<file path="config.mk">
export PLATFORM = sky130hd
export DESIGN_NAME = if_id_pipe_stage
export DESIGN_NICKNAME = d
export VERILOG_FILES = /design/src/rtl/if_id_pipe_stage.sv
export SDC_FILE = /design/constraint.sdc
export NUM_CORES = 1
export LEC_CHECK = 0
export CELL_PAD_IN_SITES_DETAIL_PLACEMENT = 1
export CELL_PAD_IN_SITES_GLOBAL_PLACEMENT = 1
export CORE_ASPECT_RATIO = 0.6
export CORE_MARGIN = 2
export CORE_UTILIZATION = 41
export CTS_CLUSTER_SIZE = 16
export DETAILED_ROUTE_END_ITERATION = 6
export DONT_BUFFER_PORTS = 1
export PLACE_DENSITY_LB_ADDON = 0.1
export SLEW_MARGIN = 10
export SYNTH_ARGS = -nofsm -noshare
export SYNTH_HDL_FRONTEND = slang
export SYNTH_SLANG_ARGS = --single-unit
export TNS_END_PERCENT = 1
</file>
<file path="constraint.sdc">
create_clock -name clk -period 1.6 [get_ports clk]
set_input_delay 0.32 -clock clk [delete_from_list [all_inputs] [get_ports clk]]
set_output_delay 0.32 -clock clk [all_outputs]
set_load 0.02 [all_outputs]
</file>
<file path="src/rtl/if_id_pipe_stage.sv">
// IF/ID pipeline boundary: valid/ready handshake on both sides, 2-entry skid buffer,
// synchronous flush and NOP presentation whenever decode has no valid entry.
module if_id_pipe_stage #(
  parameter int unsigned       PC_W     = 32,
  parameter int unsigned       INST_W   = 32,
  parameter logic [INST_W-1:0] NOP_INST = INST_W'(32'h00000013)
) (
  input  logic              clk,
  input  logic              rst,
  input  logic              flush,
  input  logic              in_valid,
  output logic              in_ready,
  input  logic [PC_W-1:0]   in_pc,
  input  logic [INST_W-1:0] in_inst,
  output logic              out_valid,
  input  logic              out_ready,
  output logic [PC_W-1:0]   out_pc,
  output logic [INST_W-1:0] out_inst
);

  typedef enum logic [1:0] {
    EMPTY = 2'd0,
    FULL  = 2'd1,
    SKID  = 2'd2
  } state_t;

  state_t              state;
  logic [PC_W-1:0]     skid_pc;
  logic [INST_W-1:0]   skid_inst;

  logic in_fire;
  logic out_fire;

  // Handshakes only see registered flags, so neither ready nor valid has a
  // combinational path from the opposite side of the stage.
  assign in_fire  = in_valid & in_ready;
  assign out_fire = out_valid & out_ready;

  // out_pc/out_inst double as the main register; they are forced to 0/NOP
  // whenever the stage drops to EMPTY so decode never sees stale data.
  always_ff @(posedge clk) begin
    if (rst) begin
      state     <= EMPTY;
      in_ready  <= 1'b1;
      out_valid <= 1'b0;
      out_pc    <= '0;
      out_inst  <= NOP_INST;
      skid_pc   <= '0;
      skid_inst <= '0;
    end else if (flush) begin
      state     <= EMPTY;
      in_ready  <= 1'b1;
      out_valid <= 1'b0;
      out_pc    <= '0;
      out_inst  <= NOP_INST;
    end else begin
      case (state)
        EMPTY: begin
          if (in_fire) begin
            state     <= FULL;
            out_valid <= 1'b1;
            out_pc    <= in_pc;
            out_inst  <= in_inst;
          end
        end
        FULL: begin
          if (in_fire && out_fire) begin
            out_pc   <= in_pc;
            out_inst <= in_inst;
          end else if (in_fire) begin
            // Decode stalled: park the new entry and stop accepting.
            state     <= SKID;
            in_ready  <= 1'b0;
            skid_pc   <= in_pc;
            skid_inst <= in_inst;
          end else if (out_fire) begin
            state     <= EMPTY;
            out_valid <= 1'b0;
            out_pc    <= '0;
            out_inst  <= NOP_INST;
          end
        end
        SKID: begin
          if (out_fire) begin
            state    <= FULL;
            in_ready <= 1'b1;
            out_pc   <= skid_pc;
            out_inst <= skid_inst;
          end
        end
        default: begin
          state     <= EMPTY;
          in_ready  <= 1'b1;
          out_valid <= 1'b0;
          out_pc    <= '0;
          out_inst  <= NOP_INST;
        end
      endcase
    end
  end

endmodule

</file>
==> results.yml, run 1 <==
sta:
  final_setup_vio_count: 0
  timing.fmax_mhz: 639.2
  hold_violations: 0
  final.setup.worst_slack_ns: 0.03552
  slew-limit-headroom_pct: 74.64
  drv_slew: 0
  timing.final.crit_share_pct: 97.78
  clock-skew-final_ns: 0.01445
  timing_worst_slew_pin_value_ns: 0.3804
  final.min_clock_period_ns: 1.564
  rsz0062_at_grt: "yes"
  hold_slack_ns: 0.03662
worst_setup_path:
  start_kind: "flip-flop"
  setup.reg_to_reg.worst_slack_ns: 0.04
  classification_of_the_worst_setup_path: "reg -> reg"
  cp_max_fo: 10
  reg2reg_to: "out_pc[20]"
  sort_of_element_at_the_end_of_the_critical_path: "flip-flop"
  crit-reg2reg-launch: "state[1]"
  worst-endpoint-arrival_ns: 1.90
  required_ns: 1.94
  worstRegToRegCells: 7
clocking:
  clkTransAtPathRegs_ns: 0.06
  max-clock-path-buffers: 2
  clockRootBuffer: "sky130_fd_sc_hd__clkbuf_16"
  insertion_delay_ns: 0.42
  cts.sinks: 132
  ctsHtreeMaxLevel: 4
  cts-buffers-inserted: 17
  tritoncts_clock_tree: "built"
worst_hold_path:
  worstHoldStart: "in_pc[5]"
  min_delay_path_depth: 2
  hold_end: "skid_pc[5]"
  hold_class: "in -> reg"
global_route:
  grt_first_pass_wirelength_um: 33870
  first_global_vias: 6260
  grt_max_degree: 67
  grt_usage_pct: 26.14
  number_of_antenna_violations_at_the_first_check_in_global_routing: 0
  globalRoute.totalOverflow: 0
final_layout:
  multi_input_combinational_cell_area_um2: 3362
  drive_gt1_share_pct: 11.29
  fill_cells: 1800
  register_area_um2: 2655
  num-nets-final: 872
  final_util_pct: 49.43
  layout-area-overhead-vs-synth_pct: 18.89
floorplanning:
  initial_cell_density_of_the_core_pct: 41.57
  area_of_the_die_um2: 16450
  fp.coreArea_um2: 15200
  fp-row-count: 35
  dieWidth_um: 164.3
  die_y_um: 100.2
  ioPinCount: 135
synth:
  post_synth.cell_area_avg_um2: 7.639
  ys_async_sr_fraction_pct: 0
  instance_count_of_the_mapped_netlist: 827
  synth.net_count: 896
  yosysWarnings: 0
  synthesized_cell_area_um2: 6317
  synth_enable_flop_cells: 0
  synth-main-ff-cell: "sky130_fd_sc_hd__dfxtp_1"
  postSynthRegisterBits: 132
  synth_seq_area_share_pct: 41.83
  synth_cell_type_count: 40
run_status:
  run_status: "finished, final reports clean"
pwr:
  net-switching-power_mw: 2.185
  internal_power_mw: 6.548
  powerDensity_nw_per_um2: 1163
  clockPowerShare_pct: 49.8
  leakage_power_nw: 2.406
  sw_frac_of_total_pct: 25.02
  total_power_mw: 8.734
  pwr-share-comb_pct: 10.1
  max-vdd-ir-drop_v: 0.0006130
  power.share.sequential_pct: 40.1
placement:
  globalplace.congestion: 0.7822
  place_worst_setup_slack_ns: 0.006457
  buffer_ports.inserted: 0
  dp.final_hpwl_um: 13570
flow_run:
  cap_violations: 0
drt:
  post_drt_via_cell_ratio: 6.011
  antenna_violating_nets_post_route: 0
  wire_per_inst_um: 22.44
  detailroute.via_count: 6125
  routed_wirelength_um: 22860
  remaining_drc_errors: 0
  dr.first_iter.drc_count: 368
  drt_pass1_iterations: 5
[power by group through the flow]
stage,clock [mW],combinational [mW],sequential (mW)
after floorplan,0,0.570,3.55
final,4.35,0.886,3.50
after CTS,4.41,0.723,3.50
after detailed placement,0,0.716,3.57
after global routing,4.56,0.965,3.51
after global placement,0,0.690,3.57
[state kept, by name (all words and copies together) (netlist names)]
| signal | cells |
|---|---|
| out_inst | 32 |
| out_pc | 32 |
| skid_inst | 32 |
| skid_pc | 32 |
| state | 2 |
| in_ready | 1 |
| out_valid | 1 |
[cell usage in the layout (no fill, tap or decap), types with 3 or more instances in the layout]
cell type                     n
sky130_fd_sc_hd__o22ai_1     57
sky130_fd_sc_hd__mux2i_1     60
sky130_fd_sc_hd__clkbuf_16   22
sky130_fd_sc_hd__o21bai_1     3
sky130_fd_sc_hd__dfxtp_1    128
sky130_fd_sc_hd__dfxtp_4      3
sky130_fd_sc_hd__bufinv_16    5
sky130_fd_sc_hd__a21oi_1    128
sky130_fd_sc_hd__nand3_1     59
sky130_fd_sc_hd__buf_12       9
sky130_fd_sc_hd__o32ai_1      3
sky130_fd_sc_hd__nand2_1    195
sky130_fd_sc_hd__buf_6        7
sky130_fd_sc_hd__o21ai_0     64
sky130_fd_sc_hd__nor2_1       8
sky130_fd_sc_hd__buf_4       18
[final cells by class]
| class | count | area share (%) |
|---|---|---|
| Clock inverter | 12 | 2.699 |
| Inverter | 2 | 0.09995 |
| Sequential cell | 132 | 35.35 |
| Clock buffer | 19 | 5.897 |
| Timing Repair Buffer | 42 | 7.779 |
| Antenna cell | 1 | 0.03332 |
| Tap cell | 203 | 3.382 |
| Multi-Input combinational cell | 608 | 44.76 |
[Yosys cell counts, types with 3 or more instances]
cell type	count	share of area (%)
sky130_fd_sc_hd__a21oi_1	129	10
sky130_fd_sc_hd__buf_1	8	0.48
sky130_fd_sc_hd__buf_2	17	1.3
sky130_fd_sc_hd__buf_4	3	0.36
sky130_fd_sc_hd__buf_6	5	0.89
sky130_fd_sc_hd__clkbuf_1	49	2.9
sky130_fd_sc_hd__clkbuf_2	3	0.24
sky130_fd_sc_hd__dfxtp_1	132	42
sky130_fd_sc_hd__mux2i_1	61	9.7
sky130_fd_sc_hd__nand2_1	195	12
sky130_fd_sc_hd__nand3_1	59	4.7
sky130_fd_sc_hd__nor2_1	9	0.53
sky130_fd_sc_hd__o21ai_0	64	5.1
sky130_fd_sc_hd__o21bai_1	3	0.36
sky130_fd_sc_hd__o22ai_1	59	5.8
sky130_fd_sc_hd__o32ai_1	3	0.42
[kinds of logic after synthesis]
| group | count (synthesis) | synth area share (%) |
|---|---|---|
| buffers and inverters | 87 | 6.338 |
| flip-flops | 132 | 41.83 |
| AND/OR/NAND/NOR | 279 | 18.84 |
| AO/OA/AOI/OAI | 267 | 23.15 |
| multiplexers | 62 | 9.844 |
[per-layer routing]
| layer | vias to the layer above | wire [µm] | track usage (%) |
|---|---|---|---|
| met2 | 205 | 10290 | 42.55 |
| met5 | - | 0 | 0 |
| met3 | 16 | 2208 | 9.215 |
| met4 | 0 | 166 | 6.275 |
| met1 | 3047 | 10200 | 33.34 |
| li1 | 2857 | - | - |
[worst max-delay path by stage]
stage,startpoint,endpoint,slack (ns)
after global placement,state[1],out_inst[1],0.05
after CTS,state[1],out_inst[23],0.007
after floorplan,out_valid,out_inst[0],0.02
after global routing,state[1],out_pc[2],-0.06
final,state[1],out_pc[20],0.04
after detailed placement,state[1],out_inst[1],0.006
[repair_timing]
action / 4_1_cts / 5_1_grt
hold endpoints to repair: 64 / 61
cloned: 0 / 7
gates resized for setup: 2 / 15
pin swaps: 0 / 4
setup endpoints to repair: 2 / 95
setup buffers: 0 / 3
[stage by stage]
stage	cells	TNS (ns)	area, µm²
after floorplan	827	0	6322
after global placement	975	0	6560
after detailed placement	975	0	6560
after CTS	1006	0	7224
after global routing	1018	-1.203	7508
final	1019	0	7511
[critical path: stages, from the launching register on]
cell                        delay [ns]
sky130_fd_sc_hd__dfxtp_4          0.40
sky130_fd_sc_hd__buf_6            0.18
sky130_fd_sc_hd__nand4b_1         0.21
sky130_fd_sc_hd__o211ai_4         0.16
sky130_fd_sc_hd__buf_12           0.17
sky130_fd_sc_hd__clkbuf_16        0.17
sky130_fd_sc_hd__nand2_1          0.06
sky130_fd_sc_hd__a21oi_1          0.13
Note: power is estimated with default switching activity, not from simulation.
==> run 2: changes to the inputs <==
--- a/config.mk
+++ b/config.mk
@@ -13,7 +13,8 @@
 export CTS_CLUSTER_SIZE = 16
 export DETAILED_ROUTE_END_ITERATION = 6
 export DONT_BUFFER_PORTS = 1
-export PLACE_DENSITY_LB_ADDON = 0.1
+export PLACE_DENSITY = 0.87
+export SETUP_SLACK_MARGIN = 0.15
 export SLEW_MARGIN = 10
 export SYNTH_ARGS = -nofsm -noshare
 export SYNTH_HDL_FRONTEND = slang
==> run 2 against run 1 <==
Net effect: the flow now finishes with violations (negative hold slack); clock skew shrank 0.0039 ns; routed wire length grew 0.99%; largest power group unchanged; first-iteration DRC count grew 25%; critical path type unchanged.
==> results.yml, run 2 (synthesis results as in run 1) <==
final_layout:
  final_cells: 1030
  num-nets-final: 883
  layout.cells.most_common: "sky130_fd_sc_hd__nand2_1"
  leading_cell_types_in_the_layout_fill_and_taps_excluded: "sky130_fd_sc_hd__nand2_1 (193), sky130_fd_sc_hd__dfxtp_1 (128), sky130_fd_sc_hd__a21oi_1 (119)"
  layout-area-overhead-vs-synth_pct: 20.02
  final_util_pct: 49.90
  drive_gt1_share_pct: 13.66
  number_of_antenna_diodes: 0
placement:
  dp.final_hpwl_um: 13140
  numPlacedInstances: 979
  globalplace.congestion: 0.8028
  buffer_ports.inserted: 0
floorplanning:
  ioPinCount: 135
  area_of_the_die_um2: 16450
  fp.coreArea_um2: 15200
  die_y_um: 100.2
  fp-row-count: 35
  dieWidth_um: 164.3
  initial_cell_density_of_the_core_pct: 41.57
clocking:
  cts.sinks: 132
  insertion_delay_ns: 0.41
  clockRootBuffer: "sky130_fd_sc_hd__clkbuf_16"
  clkTransAtPathRegs_ns: 0.06
  tritoncts_clock_tree: "built"
  max-clock-path-buffers: 2
  cts-buffers-inserted: 17
  ctsHtreeMaxLevel: 4
global_route:
  globalRoute.totalOverflow: 0
  number_of_antenna_violations_at_the_first_check_in_global_routing: 0
  grt_max_degree: 67
  grt_usage_pct: 26.19
  grt_first_pass_wirelength_um: 33600
  first_global_vias: 6192
worst_setup_path:
  worst-endpoint-arrival_ns: 1.86
  cp_max_fo: 8
  sort_of_element_at_the_end_of_the_critical_path: "flip-flop"
  reg2reg_to: "out_inst[0]"
  required_ns: 1.91
  worstRegToRegCells: 5
  timing.critical_path.to: "out_inst[0]"
  classification_of_the_worst_setup_path: "reg -> reg"
  setup.reg_to_reg.worst_slack_ns: 0.05
  crit-reg2reg-launch: "state[1]"
  timing.critical_path.from: "state[1]"
  start_kind: "flip-flop"
drt:
  wire_per_inst_um: 22.42
  drt_pass1_iterations: 5
  remaining_drc_errors: 0
  post_drt_via_cell_ratio: 5.988
  antenna_violating_nets_post_route: 0
  dr.first_iter.drc_count: 459
  routed_wirelength_um: 23090
  detailroute.via_count: 6168
sta:
  rsz0062_at_grt: "yes"
  clock-skew-final_ns: 0.01053
  hold_slack_ns: -0.02384
  final.min_clock_period_ns: 1.555
  timing.fmax_mhz: 643.2
  slew-limit-headroom_pct: 73.40
  hold_violations: 10
  timing_worst_slew_pin_value_ns: 0.3990
  timing.final.crit_share_pct: 97.17
  final_setup_vio_count: 0
  drv_slew: 0
flow_run:
  cap_violations: 0
run_status:
  violations: "negative hold slack"
  run_status: "finished with violations"
pwr:
  leakage_power_nw: 2.409
  sw_frac_of_total_pct: 27.93
  clockPowerShare_pct: 45.2
  power.share.sequential_pct: 44.0
  powerDensity_nw_per_um2: 1049
  max-vdd-ir-drop_v: 0.0006753
  internal_power_mw: 5.731
  net-switching-power_mw: 2.221
  pwr-share-comb_pct: 10.8
worst_hold_path:
  hold_class: "in -> reg"
[run 2: metal layers]
metal | wire [µm] | global-route usage, % | up-vias
met2 | 10640 | 42.39 | 218
li1 | - | - | 2880
met1 | 9929 | 32.10 | 3048
met4 | 312 | 8.030 | 0
met3 | 2206 | 10.58 | 22
met5 | 0 | 0 | -
[run 2: worst min-delay path by stage]
stage,start,end,depth (start not counted),slack [ns]
after floorplan,skid_inst[4],skid_inst[4],2,0.43
after global placement,rst,skid_inst[5],1,0.40
after detailed placement,rst,skid_inst[3],1,0.40
after CTS,rst,skid_inst[3],1,-0.04
after global routing,rst,skid_inst[2],1,-0.05
final,rst,skid_inst[6],1,-0.02
[run 2: repair_timing]
| action | 4_1_cts | 5_1_grt |
|---|---|---|
| setup endpoints to repair | 128 | 128 |
| gates resized for setup | 9 | 19 |
| pin swaps | 2 | 5 |
| gates cloned | 2 | 7 |
| hold endpoints to repair | 64 | 64 |
| setup buffers | 5 | 5 |
[run 2: per-stage QoR]
step                power, mW  setup slack, ns  setup TNS (ns)  area [µm²]
floorplan               4.123          0.09040               0        6359
global placement        4.260         -0.05111         -0.5982        6620
detailed placement      4.286          -0.1808          -6.187        6620
CTS                     7.905          0.06330               0        7279
global route            8.253         0.008167               0        7582
finish                  7.952          0.04522               0        7582
[run 2: power by group through the flow]
| stage | logic, mW | registers, mW | clock network (mW) |
|---|---|---|---|
| floorplan | 0.579 | 3.54 | 0 |
| global placement | 0.691 | 3.57 | 0 |
| detailed placement | 0.713 | 3.57 | 0 |
| CTS | 0.765 | 3.50 | 3.64 |
| global route | 0.930 | 3.51 | 3.81 |
| finish | 0.858 | 3.50 | 3.59 |
[run 2: cell type report]
type | count | area [µm²]
fillers | 1827 | 7614
clock buffers | 17 | 425.4
multi-input cells | 608 | 3377
inverters | 2 | 7.507
repair buffers | 53 | 753.2
clock inverters | 15 | 107.6
well taps | 203 | 254.0
flip-flops and latches | 132 | 2658
[run 2: worst max-delay path: stages (launching register included)]
cell and delay [ns]:
sky130_fd_sc_hd__dfxtp_4 0.41, sky130_fd_sc_hd__nand2b_4 0.18, sky130_fd_sc_hd__buf_4 0.11, sky130_fd_sc_hd__a31oi_1 0.05
sky130_fd_sc_hd__or4_1 0.51, sky130_fd_sc_hd__a21o_1 0.19
==> run 3: changes to the inputs <==
--- a/config.mk
+++ b/config.mk
@@ -5,6 +5,7 @@
 export SDC_FILE = /design/constraint.sdc
 export NUM_CORES = 1
 export LEC_CHECK = 0
+export CAP_MARGIN = 15
 export CELL_PAD_IN_SITES_DETAIL_PLACEMENT = 1
 export CELL_PAD_IN_SITES_GLOBAL_PLACEMENT = 1
 export CORE_ASPECT_RATIO = 0.6
@@ -13,6 +14,7 @@
 export CTS_CLUSTER_SIZE = 16
 export DETAILED_ROUTE_END_ITERATION = 6
 export DONT_BUFFER_PORTS = 1
+export MAX_ROUTING_LAYER = met4
 export PLACE_DENSITY = 0.87
 export SETUP_SLACK_MARGIN = 0.15
 export SLEW_MARGIN = 10
==> run 3 against run 2 <==
Net effect: the run still ends with negative hold slack left; routed wire length increased by 1.2%; critical path depth unchanged; sequential power about the same; sequential cell count unchanged; sequential share of layout area decreased by 0.65 points; critical path type unchanged; largest cell class unchanged; largest power group unchanged; highest routed layer unchanged.
==> results.yml, run 3 (synthesis results as in run 1) <==
drt:
  detailroute.via_count: 6196
  routed_wirelength_um: 23380
  drt_pass1_iterations: 4
  remaining_drc_errors: 0
  wire_per_inst_um: 22.61
  dr.first_iter.drc_count: 459
  post_drt_via_cell_ratio: 5.992
  antenna_violating_nets_post_route: 0
final_layout:
  layout.cells.most_common: "sky130_fd_sc_hd__nand2_1"
  multi_input_combinational_cell_area_um2: 3430
  drive_gt1_share_pct: 15.76
  fill_cells: 1806
  layout.cell_area.non_filler_um2: 7725
  register_area_um2: 2658
  num-nets-final: 887
  leading_cell_types_in_the_layout_fill_and_taps_excluded: "sky130_fd_sc_hd__nand2_1 (189), sky130_fd_sc_hd__dfxtp_1 (128), sky130_fd_sc_hd__a21oi_1 (109)"
  number_of_antenna_diodes: 0
  layout-area-overhead-vs-synth_pct: 22.28
  final_cells: 1034
sta:
  clock-skew-final_ns: 0.01162
  timing_worst_slew_pin_value_ns: 0.4208
  rsz0062_at_grt: "yes"
  timing.fmax_mhz: 641.3
  hold_slack_ns: -0.02036
  final.min_clock_period_ns: 1.559
  hold_violations: 21
  final.setup.tns_ns: 0
  drv_slew: 0
  slew-limit-headroom_pct: 71.95
  final_setup_vio_count: 0
  timing.final.crit_share_pct: 97.45
worst_setup_path:
  required_ns: 1.90
  start_kind: "flip-flop"
  critical-path-slowest-cell: "sky130_fd_sc_hd__or4_1"
  worstRegToRegCells: 5
  cp_slowest_stage_delay_ns: 0.51
  crit_path_cell_trace: "nand2b_4 > buf_4 > a31oi_1 > or4_1 > a21o_1"
  worst-endpoint-arrival_ns: 1.86
  crit-reg2reg-launch: "state[1]"
  reg2reg_to: "out_inst[0]"
  cp_top_family: "simple AND/OR/NAND/NOR gates"
  crit_buf_inv: 1
  cp_max_fo: 8
  crit_cells: 5
  setup.reg_to_reg.worst_slack_ns: 0.04
  sort_of_element_at_the_end_of_the_critical_path: "flip-flop"
  timing.critical_path.from: "state[1]"
  timing.critical_path.to: "out_inst[0]"
  classification_of_the_worst_setup_path: "reg -> reg"
placement:
  numPlacedInstances: 979
  dp.final_hpwl_um: 13140
  buffer_ports.inserted: 0
  globalplace.congestion: 0.8144
  placed_area_um2: 6620
clocking:
  cts.sinks: 132
  clkTransAtPathRegs_ns: 0.06
  tritoncts_clock_tree: "built"
  max-clock-path-buffers: 2
  ctsHtreeMaxLevel: 4
  cts-buffers-inserted: 17
  insertion_delay_ns: 0.41
  clockRootBuffer: "sky130_fd_sc_hd__clkbuf_16"
global_route:
  groute.layer.met3.usage_pct: 10.50
  grt_usage_pct: 27.03
  number_of_antenna_violations_at_the_first_check_in_global_routing: 0
  globalRouteMet2Util_pct: 42.39
  grt_first_pass_wirelength_um: 33620
  first_global_vias: 6204
  globalRoute.totalOverflow: 0
  grt.busiest_layer: "met2"
  use_met1_pct: 32.28
  grt_max_degree: 67
pwr:
  leakage_power_nw: 2.459
  total_power_mw: 7.995
  powerDensity_nw_per_um2: 1035
  max-vdd-ir-drop_v: 0.0006727
floorplanning:
  fp-row-count: 35
  die_y_um: 100.2
  ioPinCount: 135
  area_of_the_die_um2: 16450
  dieWidth_um: 164.3
  fp.coreArea_um2: 15200
  initial_cell_density_of_the_core_pct: 41.57
flow_run:
  cap_violations: 0
run_status:
  violations: "negative hold slack"
  run_status: "finished with violations"
worst_hold_path:
  hold_class: "in -> reg"
==> run 3: cell count changes in the layout (fill, tap and decap cells not counted), sizes merged <==
cell | before | now
buf | 46 | 47
clkbuf | 24 | 27
==> run 3: final cells by class <==
type,instances,share of cell area (%)
clock inverter,15,1.393
clock buffer,17,5.507
sequential,132,34.40
timing repair buffer,57,10.92
inverter,2,0.09718
multi-input combinational,608,44.40
tap,203,3.288
==> run 3: layer usage <==
layer  vias up  part of all wire [%]
met3        28                   9.2
li1       2892                     -
met4         0                   1.6
met2       214                    45
met1      3062                    44
met5         -                     0
==> run 3: worst min-delay path by stage <==
stage | depth (start not counted) | startpoint | slack, ns | to
after floorplan | 2 | skid_inst[4] | 0.43 | skid_inst[4]
after global placement | 1 | rst | 0.40 | skid_inst[5]
after detailed placement | 1 | rst | 0.40 | skid_inst[3]
after CTS | 1 | rst | -0.04 | skid_inst[3]
after global routing | 1 | rst | -0.04 | skid_inst[2]
final | 1 | rst | -0.02 | skid_inst[3]
==> run 3: power by group <==
part	switching (mW)	internal (mW)
clock network	1.60	1.99
logic	0.503	0.408
registers	0.135	3.37
total	2.23	5.76
==> run 3: stage by stage <==
stage	worst slack, ns	utilization (%)
floorplan	0.09040	-
global placement	-0.05111	43.57
detailed placement	-0.1808	43.57
CTS	0.06330	47.90
global route	-0.0001732	50.84
finish	0.04076	50.84
==> run 3: timing repair <==
item                                   4_1_cts  5_1_grt
pin swaps                                    2        9
setup endpoints to repair                  128      128
endpoints found under the hold margin       64       64
resized for setup                            9       35
cloned                                       2       11
setup buffers                                5        5
